$ cat src/rtl/frame_fill_engine.sv
// frame_fill_engine: renders one 32x24 3:3:2 frame (gradient plus bouncing
// box) into the back buffer, one write beat per ce-qualified clock.
module frame_fill_engine #(
    parameter int         COLS      = 32,
    parameter int         ROWS      = 24,
    parameter int         BOX_W     = 6,
    parameter int         BOX_H     = 4,
    parameter logic [7:0] BOX_COLOR = 8'hFF,
    parameter int         ADDR_W    = 10
) (
    input  logic              clk,
    input  logic              rst_btn,
    input  logic              ce,
    input  logic              frame_start,
    output logic              wr_en,
    output logic [ADDR_W-1:0] wr_addr,
    output logic [7:0]        wr_data,
    output logic              busy,
    output logic              frame_done,
    output logic              overrun,
    output logic [4:0]        box_x,
    output logic [4:0]        box_y
);

    typedef enum logic [1:0] {
        S_IDLE,
        S_MOVE,
        S_FILL,
        S_DONE
    } state_t;

    localparam logic [4:0] X_MAX    = 5'(COLS - BOX_W);
    localparam logic [4:0] Y_MAX    = 5'(ROWS - BOX_H);
    localparam logic [4:0] LAST_COL = 5'(COLS - 1);
    localparam logic [4:0] LAST_ROW = 5'(ROWS - 1);
    localparam logic [5:0] BOX_W6   = 6'(BOX_W);
    localparam logic [5:0] BOX_H6   = 6'(BOX_H);

    state_t r_state;
    state_t w_next;

    logic [4:0]        r_col;
    logic [4:0]        r_row;
    logic [4:0]        r_box_x;
    logic [4:0]        r_box_y;
    logic              r_dx;  // 1: moving +1, 0: moving -1
    logic              r_dy;
    logic              r_wr_en;
    logic [ADDR_W-1:0] r_wr_addr;
    logic [7:0]        r_wr_data;
    logic              r_overrun;

    logic       w_beat;
    logic       w_last;
    logic       w_in_box;
    logic [5:0] w_col6;
    logic [5:0] w_row6;
    logic [5:0] w_bx6;
    logic [5:0] w_by6;
    logic [7:0] w_pixel;

    assign w_beat = (r_state == S_FILL) && ce;
    assign w_last = (r_col == LAST_COL) && (r_row == LAST_ROW);

    // 6-bit compares so box_x + BOX_W cannot wrap
    assign w_col6 = {1'b0, r_col};
    assign w_row6 = {1'b0, r_row};
    assign w_bx6  = {1'b0, r_box_x};
    assign w_by6  = {1'b0, r_box_y};

    assign w_in_box = (w_col6 >= w_bx6) && (w_col6 < w_bx6 + BOX_W6)
                   && (w_row6 >= w_by6) && (w_row6 < w_by6 + BOX_H6);

    assign w_pixel = w_in_box ? BOX_COLOR
                              : {r_col[4:2], r_row[4:2], 2'b00};

    always_comb begin
        w_next = r_state;
        case (r_state)
            S_IDLE: if (frame_start) w_next = S_MOVE;
            S_MOVE: w_next = S_FILL;
            S_FILL: if (ce && w_last) w_next = S_DONE;
            S_DONE: w_next = S_IDLE;
            default: w_next = S_IDLE;
        endcase
    end

    always_ff @(posedge clk or posedge rst_btn) begin
        if (rst_btn) r_state <= S_IDLE;
        else         r_state <= w_next;
    end

    always_ff @(posedge clk or posedge rst_btn) begin
        if (rst_btn) begin
            r_col     <= 5'd0;
            r_row     <= 5'd0;
            r_box_x   <= 5'd0;
            r_box_y   <= 5'd0;
            r_dx      <= 1'b1;
            r_dy      <= 1'b1;
            r_wr_en   <= 1'b0;
            r_wr_addr <= '0;
            r_wr_data <= 8'd0;
            r_overrun <= 1'b0;
        end else begin
            r_wr_en <= w_beat;
            if (frame_start && (r_state != S_IDLE))
                r_overrun <= 1'b1;
            if (r_state == S_MOVE) begin
                r_col <= 5'd0;
                r_row <= 5'd0;
                if (r_dx) begin
                    if (r_box_x == X_MAX) begin
                        r_dx    <= 1'b0;
                        r_box_x <= r_box_x - 5'd1;
                    end else begin
                        r_box_x <= r_box_x + 5'd1;
                    end
                end else if (r_box_x == 5'd0) begin
                    r_dx    <= 1'b1;
                    r_box_x <= 5'd1;
                end else begin
                    r_box_x <= r_box_x - 5'd1;
                end
                if (r_dy) begin
                    if (r_box_y == Y_MAX) begin
                        r_dy    <= 1'b0;
                        r_box_y <= r_box_y - 5'd1;
                    end else begin
                        r_box_y <= r_box_y + 5'd1;
                    end
                end else if (r_box_y == 5'd0) begin
                    r_dy    <= 1'b1;
                    r_box_y <= 5'd1;
                end else begin
                    r_box_y <= r_box_y - 5'd1;
                end
            end
            if (w_beat) begin
                r_wr_addr <= ADDR_W'({r_row, r_col});
                r_wr_data <= w_pixel;
                if (r_col == LAST_COL) begin
                    r_col <= 5'd0;
                    r_row <= r_row + 5'd1;
                end else begin
                    r_col <= r_col + 5'd1;
                end
            end
        end
    end

    assign wr_en      = r_wr_en;
    assign wr_addr    = r_wr_addr;
    assign wr_data    = r_wr_data;
    assign busy       = (r_state != S_IDLE);
    assign frame_done = (r_state == S_DONE);
    assign overrun    = r_overrun;
    assign box_x      = r_box_x;
    assign box_y      = r_box_y;

endmodule
$ cat config.mk
export PLATFORM = sky130hd
export DESIGN_NAME = frame_fill_engine
export DESIGN_NICKNAME = d
export VERILOG_FILES = /design/src/rtl/frame_fill_engine.sv
export SDC_FILE = /design/constraint.sdc
export NUM_CORES = 1
export LEC_CHECK = 0
export BUFFER_PORTS_ARGS = -buffer_cell sky130_fd_sc_hd__buf_2
export CAP_MARGIN = 20
export CORE_MARGIN = 3
export CORE_UTILIZATION = 55
export DETAILED_ROUTE_END_ITERATION = 8
export PLACE_DENSITY = 0.77
export SYNTH_ARGS = -nofsm -noshare
export SYNTH_HDL_FRONTEND = slang
export SYNTH_SLANG_ARGS = --single-unit
$ cat constraint.sdc
create_clock -name clk -period 2.31 [get_ports clk]
set_input_delay 0.5775 -clock clk [delete_from_list [all_inputs] [get_ports clk]]
set_output_delay 0.5775 -clock clk [all_outputs]
set_load 0.02 [all_outputs]
### Word-level counts from Yosys, hierarchy flattened

Index checks and enable logic that the tools add are counted.

* mux-type cells: 22
* $lt $le $gt $ge: 4
* $mul: 0
* div/mod/pow operators: 0
* shifts and indexed selects: 0
* reduce and logical (&&, ||, !) cells: 13
* add/subtract/negate cells: 8
* bitwise logic cells: 0
* eq/ne operators: 9

Operators by type and width (count)
* 5-bit two-way mux: 12
* 5-bit by 1-bit adder with 5-bit output, second input constant: 4
* 5-bit == test, second input constant: 4
* 5-bit by 3-bit adder with 6-bit output, second input constant: 2
* 5-bit by 6-bit less-than comparator with 1-bit output: 2
* 5-bit greater-or-equal comparator: 2
* 5-bit logical NOT: 2
* 5-bit by 1-bit subtractor with 5-bit output, second input constant: 2
* 8-bit two-way mux: 1
* 2-bit case mux with 4 select lines: 1
* 1-bit logical AND: 7
* 1-bit two-way mux: 6
* 2-bit == test, second input constant: 2
* 2-bit two-way mux: 2
* 2-bit nonzero test: 2
* 2-bit by 1-bit == test with 1-bit output, second input constant: 1
* 2-bit logical NOT: 1
* 2-bit by 1-bit != test with 1-bit output, second input constant: 1
* 2-bit != test, second input constant: 1
* 2-bit AND reduction: 1

* bits in writable memories: 0
* bits in read-only memories: 0
* bits in latches: 0
* logic and storage cells: 67
* memories: 0
* output and inout bits: 32
* register bits: 44

### Depth between registers and ports, before layout

* word-level depth: 6
* depth in mapped cells: 9

### Least setup slack after synthesis

OpenSTA, ideal clock, no wires.

* path kind: reg2reg
* start: register r_box_x[1] (netlist: box_x[1])
* end: register r_wr_data[4] (netlist: wr_data[4])
* data arrival time: 2.195 ns
* stages on the path, launching flop included: 9
* period minus slack after synthesis: 2.260 ns
* path slack: 0.050 ns
* cell sequence: dfrtp_1 -> inv_1 -> ha_1 -> xor2_1 -> ha_1 -> a2111oi_4 -> a22oi_2 -> nor4_4 -> a211o_1

* word-level cells in the longest chain between the ends: 6
* elaborated cells on any way between the ends: 7

RTL lines
* start: declaration: line 44 `logic [4:0] r_box_x;`
* start signal: assignment: line 115 `r_box_x <= r_box_x - 5'd1;`
* start signal: assignment: line 117 `r_box_x <= r_box_x + 5'd1;`
* start signal: assignment: line 123 `r_box_x <= r_box_x - 5'd1;`
* 5-bit by 3-bit adder with 6-bit output: line 71 `assign w_in_box = (w_col6 >= w_bx6) && (w_col6 < w_bx6 + BOX_W6)`
* 5-bit by 6-bit less-than comparator with 1-bit output: line 71
* 1-bit logical AND (*): line 71
* 1-bit logical AND (*) (2 in series): line 72 `&& (w_row6 >= w_by6) && (w_row6 < w_by6 + BOX_H6);`
* 8-bit two-way mux (*): line 74 `assign w_pixel = w_in_box ? BOX_COLOR`
* end signal: assignment: line 141 `r_wr_data <= w_pixel;`
* end: declaration: line 50 `logic [7:0] r_wr_data;`

Every way passes the cells marked *; elsewhere a longest branch is shown, timed or not.
A chain may end at the register's enable or synchronous reset.

### Worst setup path after layout

* start: register r_box_y[2] (netlist: box_y[2])
* end: register r_wr_data[4] (netlist: wr_data[4])

* word-level cells in the longest chain between the ends: 4
* elaborated cells on any way between the ends: 6

RTL lines
* start: declaration: line 45 `logic [4:0] r_box_y;`
* start signal: assignment: line 128 `r_box_y <= r_box_y - 5'd1;`
* start signal: assignment: line 130 `r_box_y <= r_box_y + 5'd1;`
* start signal: assignment: line 136 `r_box_y <= r_box_y - 5'd1;`
* 5-bit by 3-bit adder with 6-bit output / 5-bit greater-or-equal comparator (equally long branches): line 72
* 5-bit by 6-bit less-than comparator with 1-bit output / 1-bit logical AND (equally long branches): line 72
* 1-bit logical AND (*): line 72
* 8-bit two-way mux (*): line 74

Marked as above.

==> reports/results.txt <==
post-route setup TNS: 0 ns
Root Buffer: clkbuf_8
die span in y: 76.1 microns
Least-Margin Pin Slew: 0.557 ns
Crit Path Class: reg -> reg
Comb pwr share: 21.0%
Fin Clk Skew: 0.00821 ns
Post-Syn Nets: 318
Final setup viols: 0
period utilization: 96.0%
vias: 2120
Lkg Pwr: 0.00166 uW
reg2reg setup slack: 0.09 ns
layout cell share with drive strength beyond 1: 21.5%
type of origin of the critical path: register
outcome: completed
die area: 0.00578 sq mm
worst-skew pair later-pin latency: 0.30 ns
Crit. End Element: register
synth top area cells: dfrtp_1 38%, ha_1 17%, nand2_1 4.5%, o21ai_0 3.9%, inv_1 2.9%
CTS max path bufs: 2
vias in the first global route: 2211
footprint of the multi-input gates: 0.00149 sq mm
post-synth top area share: 38.0%
crit-path max FO: 8
# H-tree levels: 2
area leader, netlist: dfrtp_1
vias per cell: 5.49
Area Overhead vs Synth: 14.1%
DP HPWL: 4190 microns
fraction of registers with async set/reset: 100%
highest clock rate: 451 MHz
Antenna diodes: 0
max-slew violations: 0
clock share of power: 28.4%
Internal Dissipation: 1180 uW
fin util: 67.9%
Psw: 533 uW
total CTS buffers: 5
# IOs: 36
DR WL/cell: 14.9 microns
initial antenna violation count: 0
Residual DRC: 0
FF/Latch Area: 0.00108 sq mm
cell area power density: 556 mW/mm^2
post-synthesis cell count: 278
global-route wire length before repair: 10200 microns
post-layout minimum cycle time: 2.22 ns
RSZ-0062 raised after global routing: false
sequential element share of the synthesized area: 40.0%
syn avg cell area: 9.71 sq um
TritonCTS Sinks: 43
slew margin rel.: 62.9%
most frequent cells in the layout: 39 x dfrtp_1, 36 x ha_1, 35 x buf_2
Final Net Count: 360
FP Rows: 24
ys flop type: dfrtp_1
Worst EP arrival: 2.41 ns
Sequential Power Share: 50.5%
drt first pass iters: 4
clock-pin slew on the worst setup and hold paths: 0.08 ns
global route overflow: 0
Switching Share: 31.2%
post-route ant nets: 0
Die X: 76.1 microns
Final Hold Viols: 0
initial DRC count: 101
WP data required: 2.50 ns
synthesis-stage register bit count: 43
synthesized cell area: 0.00270 sq mm
pin count of the biggest net entering global routing: 44
Yosys cell types: 44
MaxCap Viol Count: 0
commonest non-fill, non-tap cell in the layout: dfrtp_1
Placer Congestion: 0.800
HP Class: in -> async
Ys Warns: 0
Worst VDD drop: 0.282 mV
Post-synth EDFFs: 0
initial core utilization: 59.5%
final WL: 5760 microns
core box area: 0.00453 sq mm
port buffer count: 35
Post-CTS Hold Fix Bufs: 0
CTS tree: done
Fillers: 367
Global Route Usage Sum: 21.5%
power by group through the flow:
stage	clock network [uW]	logic [uW]	registers (uW)
floorplan	0	212	922
global route	525	402	873
CTS	496	364	863
global placement	0	356	876
finish	487	360	864
detailed placement	0	363	877
worst max-delay path: stages, from the launching register on:
cell	delay (ns)
dfrtp_2	0.44
inv_1	0.11
ha_1	0.30
inv_1	0.04
ha_1	0.28
nor2b_1	0.12
o21ai_0	0.10
a21oi_1	0.25
nor4_4	0.05
buf_4	0.17
a211o_1	0.26
flip-flops by register name, indices dropped and copies added, names as in the netlist:
register	count
wr_en	1
wr_data	7
r_state	2
r_dx	1
overrun	1
wr_addr	10
r_row	5
r_dy	1
box_x	5
box_y	5
r_col	5
cell type report:
class | instances | area share, %
sequential | 43 | 35.1
multi-input combinational | 203 | 48.4
inverter | 21 | 2.56
tap | 65 | 2.64
clock buffer | 5 | 2.23
clock inverter | 3 | 0.650
timing repair buffer | 46 | 8.37
what timing repair did:
action	in CTS	in global routing
resized for setup	0	2
endpoints found under the setup margin	0	7
setup buffers	0	1
through the flow:
step	cells	cell area (sq um)	power, uW	setup slack (ns)	hold WS [ns]
detailed placement	377	2980	1240	0.0852	0.451
global route	386	3080	1800	0.0209	0.466
CTS	385	3070	1720	0.00741	0.428
global placement	377	2980	1230	0.173	0.433
finish	386	3080	1710	0.0935	0.404
floorplan	278	2700	1130	0.0502	0.490
cell families after synthesis:
group	after synthesis	share of synthesized area, %
simple gates	80	14.6
xor+xnor	8	2.60
compound gates	72	18.5
buf+inv	32	4.78
fa+ha+maj	36	16.7
flops	43	40.0
mux	7	2.83
worst paths after layout:
path                                      start                     end  cells past startpoint
min in group clk            overrun$_DFFE_PP0P_     overrun$_DFFE_PP0P_                      1
max                        box_y[2]$_DFFE_PP0P_  wr_data[4]$_DFFE_PP0P_                     10
max in group asynchronous               rst_btn    box_y[3]$_DFFE_PP0P_                      3
max reg2reg                box_y[2]$_DFFE_PP0P_  wr_data[4]$_DFFE_PP0P_                     10
min                                     rst_btn  wr_addr[5]$_DFFE_PP0P_                      3
min reg2reg                 overrun$_DFFE_PP0P_     overrun$_DFFE_PP0P_                      1
Yosys cell counts, drive strengths merged (2+ instances only):
master  number
and3         9
nor3         4
xor2         2
ha          36
dfstp        2
a211o        6
a21o         9
dfrtp       41
nor2        12
o31ai        3
clkbuf       6
mux2         5
o21ai       21
xnor2        6
nand2       33
buf          5
a21boi       2
a31o         2
nand3       12
o32ai        2
a31oi        5
mux2i        2
nor2b        4
inv         21
a21oi       11
routing by layer:
layer	share of wire [%]	wire length (microns)	GRT usage, %	vias to the layer above
met5	0	0	0	-
met4	1.5	86	8.51	0
met3	3.2	182	2.96	8
met2	48	2760	36.9	32
met1	47	2730	27.7	1014
li1	-	-	-	1066
Power figures use the tool's default switching activity.
